`src/rtl/synth_pkg.sv`:
```
// Shared widths and FSM state encoding for the partial scheduler.
// Imported by the scheduler top and its config register file.
package synth_pkg;

  localparam int RATIO_W    = 16;
  localparam int RATIO_FRAC = 8;
  localparam int AMP_W      = 8;
  localparam int PHASE_W    = 32;
  localparam int SAMPLE_W   = 16;
  localparam int ACC_W      = 20;
  localparam int STEP_W     = 26;

  typedef enum logic [2:0] {
    IDLE,
    SCAN,
    ISSUE,
    WAIT,
    ACC,
    DONE
  } sched_state_t;

endpackage

```
`src/rtl/partial_cfg_regfile.sv`:
```
// Per-slot ratio/amp/phase storage: cfg write port, phase write port,
// and a combinational read at the current slot.
module partial_cfg_regfile
  import synth_pkg::*;
#(
  parameter int NUM_PARTIALS = 16
) (
  input  logic               clk,
  input  logic               rst,
  input  logic               cfg_we,
  input  logic [3:0]         cfg_idx,
  input  logic [RATIO_W-1:0] cfg_ratio,
  input  logic [AMP_W-1:0]   cfg_amp,
  input  logic               phase_we,
  input  logic [3:0]         slot,
  input  logic [PHASE_W-1:0] phase_data,
  output logic [RATIO_W-1:0] ratio,
  output logic [AMP_W-1:0]   amp,
  output logic [PHASE_W-1:0] phase
);

  localparam logic [4:0] NP = 5'(NUM_PARTIALS);

  logic [RATIO_W-1:0] ratio_q [NUM_PARTIALS];
  logic [AMP_W-1:0]   amp_q   [NUM_PARTIALS];
  logic [PHASE_W-1:0] phase_q [NUM_PARTIALS];

  always_ff @(posedge clk) begin
    if (rst) begin
      for (int i = 0; i < NUM_PARTIALS; i++) begin
        ratio_q[i] <= '0;
        amp_q[i]   <= '0;
        phase_q[i] <= '0;
      end
    end else begin
      if (cfg_we && ({1'b0, cfg_idx} < NP)) begin
        ratio_q[cfg_idx] <= cfg_ratio;
        amp_q[cfg_idx]   <= cfg_amp;
      end
      if (phase_we)
        phase_q[slot] <= phase_data;
    end
  end

  assign ratio = ratio_q[slot];
  assign amp   = amp_q[slot];
  assign phase = phase_q[slot];

endmodule

```
`src/rtl/partial_scheduler.sv`:
```
// Time-multiplexes one shared sine datapath across nonharmonic partials,
// summing amplitude-scaled responses into one sample per audio tick.
module partial_scheduler
  import synth_pkg::*;
#(
  parameter int         NUM_PARTIALS = 16,
  parameter logic [11:0] TICK_COUNT  = 12'd0
) (
  input  logic                       clk,
  input  logic                       rst,
  input  logic [11:0]                sample_cycle_count,
  input  logic [17:0]                base_freq_in,
  input  logic                       cfg_we,
  input  logic [3:0]                 cfg_idx,
  input  logic [RATIO_W-1:0]         cfg_ratio,
  input  logic [AMP_W-1:0]           cfg_amp,
  output logic                       req_valid,
  input  logic                       req_ready,
  output logic [PHASE_W-1:0]         req_phase,
  input  logic                       resp_valid,
  input  logic signed [SAMPLE_W-1:0] resp_sample,
  output logic [ACC_W-1:0]           sample_out,
  output logic                       sample_valid,
  output logic                       busy,
  output logic                       overrun
);

  localparam logic [3:0] LAST = 4'(NUM_PARTIALS - 1);

  sched_state_t state, state_nx;

  logic [3:0]                 slot;
  logic                       tick;
  logic [RATIO_W-1:0]         rd_ratio;
  logic [AMP_W-1:0]           rd_amp;
  logic [PHASE_W-1:0]         rd_phase;
  logic                       enabled;
  logic                       phase_we;
  logic [33:0]                prod;
  logic [STEP_W-1:0]          step;
  logic [PHASE_W-1:0]         phase_nx;
  logic [PHASE_W-1:0]         cur_phase;
  logic [AMP_W-1:0]           cur_amp;
  logic signed [SAMPLE_W-1:0] resp_q;
  logic signed [SAMPLE_W+AMP_W:0] mult;
  logic signed [SAMPLE_W-1:0] term;
  logic [ACC_W-1:0]           acc;
  logic                       unused_bits;

  assign tick     = (sample_cycle_count == TICK_COUNT);
  assign enabled  = (rd_ratio != '0);
  assign phase_we = (state == SCAN) && enabled;

  assign prod     = 34'(base_freq_in) * 34'(rd_ratio);
  assign step     = prod[RATIO_FRAC +: STEP_W];
  assign phase_nx = rd_phase + {{(PHASE_W-STEP_W){1'b0}}, step};

  // amp is unsigned; the zero MSB keeps 255 from reading as -1
  assign mult = resp_q * $signed({1'b0, cur_amp});
  assign term = mult[AMP_W +: SAMPLE_W];

  assign unused_bits = ^{mult[SAMPLE_W+AMP_W], mult[AMP_W-1:0],
                         prod[RATIO_FRAC-1:0]};

  partial_cfg_regfile #(
    .NUM_PARTIALS(NUM_PARTIALS)
  ) u_regfile (
    .clk       (clk),
    .rst       (rst),
    .cfg_we    (cfg_we),
    .cfg_idx   (cfg_idx),
    .cfg_ratio (cfg_ratio),
    .cfg_amp   (cfg_amp),
    .phase_we  (phase_we),
    .slot      (slot),
    .phase_data(phase_nx),
    .ratio     (rd_ratio),
    .amp       (rd_amp),
    .phase     (rd_phase)
  );

  always_ff @(posedge clk) begin
    if (rst) state <= IDLE;
    else     state <= state_nx;
  end

  always_comb begin
    state_nx = state;
    unique case (state)
      IDLE:  if (tick) state_nx = SCAN;
      SCAN: begin
        if (enabled)           state_nx = ISSUE;
        else if (slot == LAST) state_nx = DONE;
      end
      ISSUE: if (req_ready)  state_nx = WAIT;
      WAIT:  if (resp_valid) state_nx = ACC;
      ACC:   state_nx = (slot == LAST) ? DONE : SCAN;
      DONE:  state_nx = IDLE;
      default: state_nx = IDLE;
    endcase
  end

  always_comb begin
    req_valid = (state == ISSUE);
    busy      = (state != IDLE);
  end

  always_ff @(posedge clk) begin
    if (rst) begin
      slot         <= '0;
      cur_phase    <= '0;
      cur_amp      <= '0;
      resp_q       <= '0;
      acc          <= '0;
      sample_out   <= '0;
      sample_valid <= 1'b0;
      overrun      <= 1'b0;
    end else begin
      sample_valid <= 1'b0;
      if (tick && (state != IDLE))
        overrun <= 1'b1;
      unique case (state)
        IDLE: begin
          if (tick) begin
            acc  <= '0;
            slot <= '0;
          end
        end
        SCAN: begin
          if (enabled) begin
            cur_phase <= phase_nx;
            cur_amp   <= rd_amp;
          end else if (slot != LAST) begin
            slot <= slot + 4'd1;
          end
        end
        WAIT: if (resp_valid) resp_q <= resp_sample;
        ACC: begin
          acc <= acc + {{(ACC_W-SAMPLE_W){term[SAMPLE_W-1]}}, term};
          if (slot != LAST) slot <= slot + 4'd1;
        end
        DONE: begin
          sample_out   <= acc;
          sample_valid <= 1'b1;
        end
        default: ;
      endcase
    end
  end

  assign req_phase = cur_phase;

endmodule

```
`config.mk`:
```
export PLATFORM = sky130hd
export DESIGN_NAME = partial_scheduler
export DESIGN_NICKNAME = d
export VERILOG_FILES = /design/src/rtl/synth_pkg.sv /design/src/rtl/partial_cfg_regfile.sv /design/src/rtl/partial_scheduler.sv
export SDC_FILE = /design/constraint.sdc
export NUM_CORES = 2
export LEC_CHECK = 0
export ABC_AREA = 1
export CORE_ASPECT_RATIO = 2
export CORE_MARGIN = 5
export CORE_UTILIZATION = 60
export DETAILED_ROUTE_END_ITERATION = 10
export PLACE_DENSITY_LB_ADDON = 0.15
export SLEW_MARGIN = 20
export SYNTH_ARGS = -nofsm -noshare
export SYNTH_HDL_FRONTEND = slang
export SYNTH_SLANG_ARGS = --single-unit
export TNS_END_PERCENT = 100
```
`constraint.sdc`:
```
create_clock -name clk -period 16.6 [get_ports clk]
set_clock_uncertainty 0.2 [all_clocks]
set_input_delay 1.66 -clock clk [delete_from_list [all_inputs] [get_ports clk]]
set_output_delay 1.66 -clock clk [all_outputs]
set_load 0.1 [all_outputs]
```
==> out/metrics.yaml <==
timing:
  finalHoldViolations: 0
  fin_crit_sh: 0.6940
  max_slew_margin: 0.2497
  maxSlewViolCount: 0
  fin_crit_ps: 11520
  tightest_slew_ps: 1122
  rsz0062_at_grt: "no"
  fmax_mhz: 86.81
  finalSetupViolCount: 0
  tns_ps: 0
setup_path:
  crit_type: "flip-flop to flip-flop"
  critPathMaxFanout: 110
  cp_slowest_stage_delay_ps: 900
  worstPathArrival_ps: 11730
  worst_path_max_delay_cell: "buf_4"
  critPathLaunchType: "flip-flop"
  path_buf_inv: 5
  cp_top_family: "adder cells"
  worstPathRequired_ps: 16810
  endpoint_kind: "flip-flop"
synth:
  synth-main-ff-cell: "edfxtp_1"
  syn-num-nets: 7101
  synth-seq-cells: 1005
  ys_warn_count: 0
  avgSynthCellArea_sq_um: 9.246
  netlist_area_sq_mm: 0.06015
  synth_edf_count: 896
  seq_area_frac_synth: 0.4836
  synth_top_cell_by_area: "edfxtp_1"
  ys_top_cells_by_area: "edfxtp_1, fa_1, nor2_1"
  async_flop_share: 0
  synthCells: 6505
  synthDistinctLibCells: 53
  synth_top_area_frac: 0.4473
die:
  initial_utilization: 0.6031
  dieWidth_um: 233.9
  die-area_sq_mm: 0.1071
  core_sq_mm: 0.09973
  ios: 135
  num_rows: 164
  die_h_um: 457.8
global_routing:
  grt_pass1_vias: 49610
  antenna_found_initial: 2
  grt_first_pass_wirelength_um: 296900
  grt_start_max_net_pins: 158
  overflow: 0
  grt_usage: 0.3724
clocking:
  cts_made_buffers: 86
  clock_latency_ps: 730
  root_buffer: "clkbuf_16"
  cts_tree: "built"
  cts_buffer_depth: 3
  hold_buffers: 0
  path_clk_slew_ps: 70
  cts_resized: 0
  h-tree-depth: 3
  post-cts-setup-buffers: 0
  clkSinkCount: 1005
finish:
  final_common_cell: "nor2_1"
  drive_gt1_frac: 0.05039
  num-fill-cells: 8344
  nNetsFinal: 6997
  final_cell_mix: "nor2_1, nand2_1, edfxtp_1"
  syn_to_final_growth_pct: 8.261
placed_design:
  gp_congestion: 1.012
  portBuffers: 134
  dp_hpwl_um: 131200
drt:
  via_per_inst: 6.248
  drt_drc_violations_left: 0
  vias: 48730
  wl_per_cell_um: 25.65
  first_iter_violations: 4540
  ant_nets: 0
  finalWirelength_um: 200100
  drt_first_pass_iters: 8
flow_run:
  cap_violations: 0
status:
  status: "completed"
min_path:
  hp-class: "flip-flop to flip-flop"
[area by class of cell]
class	count	area, sq um	share of cell area
Multi-Input combinational cell	4343	26720	0.4103
Tap cell	1328	1662	0.02552
Timing Repair Buffer	243	2180	0.03347
Antenna cell	1	2.502	0.00003843
Sequential cell	1005	29100	0.4469
Inverter	722	2729	0.04191
Clock inverter	50	474.2	0.007282
Clock buffer	107	2251	0.03457
[cells in the mapped netlist (5+ instances only)]
cell      number
o22ai_1       34
nor2_1      1281
a21o_1         8
clkbuf_1     274
buf_1         31
nand2_1     1005
dfxtp_1      109
o211ai_1      80
o31ai_1       25
a221oi_1      84
nand4_1       24
o221ai_1       8
buf_4         14
buf_2        112
xnor2_1       24
nand2_2        8
nor3_1       175
a21boi_0       5
xor2_1        39
a21oi_1      401
ha_1         195
nor3_2        10
or2_2         11
o21ai_0      330
fa_1         322
nor4_1         9
nand3b_1       7
clkinv_1      15
edfxtp_1     896
nand3_2        7
inv_2          5
inv_1        702
a311o_1       18
o21a_1         7
nand3_1      184
o21bai_1       6
[worst paths after layout]
| path | to | from | cells after the start | slack [ps] |
|---|---|---|---|---|
| max | u_regfile.phase_q[14][30]$_SDFFCE_PN0P_ | flip-flop | 35 | 5080 |
| min | sample_out[2]$_SDFFE_PP0P_ | sample_out[2]$_SDFFE_PP0P_ | 2 | 250 |
| max reg2reg | u_regfile.phase_q[14][30]$_SDFFCE_PN0P_ | flip-flop | 35 | 5080 |
| min reg2reg | sample_out[2]$_SDFFE_PP0P_ | sample_out[2]$_SDFFE_PP0P_ | 2 | 250 |
[layer usage]
metal	wire [um]	part of all wire	vias up	GRT usage
met5	12	0.000060	-	0
met4	20400	0.10	2	0.2998
met3	18020	0.090	980	0.06188
met2	99960	0.50	2944	0.6390
met1	61690	0.31	23520	0.4005
li1	-	-	21280	-
[registers in the layout (all words and copies together) (netlist names), named ones only]
name / count
u_regfile.phase_q: 512
overrun: 1
u_regfile.amp_q: 128
sample_out: 20
resp_q: 16
sample_valid: 1
acc: 20
req_phase: 32
state: 3
slot: 4
u_regfile.ratio_q: 256
cur_amp: 8
[through the flow]
stage                     cells    util  hold WS (ps)  setup slack (ps)  area [sq um]
final                      7799  0.6530         245.4              5080         65120
after detailed placement   7641  0.6254         236.6              5255         62370
after global placement     7641  0.6253         234.3              5258         62360
after global routing       7799  0.6530         260.2              4287         65120
after floorplan            6505       -         273.9              7982         60150
after CTS                  7798  0.6528         246.8              5219         65100
[worst reg2reg max path, delay by kind of cell (launching register included)]
| family | cells | cell delay (ps) |
|---|---|---|
| compound gates | 9 | 2080 |
| fa+ha+maj | 8 | 3790 |
| buf+inv | 5 | 2090 |
| flops | 1 | 480 |
| simple gates | 13 | 2620 |
[cells by family after synthesis]
logic type | share of synthesized area
AO/OA/AOI/OAI | 0.1002
XOR/XNOR | 0.009444
adder cells (fa/ha/maj) | 0.1477
buffers and inverters | 0.07591
flip-flops | 0.4836
AND/OR/NAND/NOR | 0.1831
Power is not shown: default switching activity piles up to over one toggle a cycle in this logic, so the estimate is an artifact.
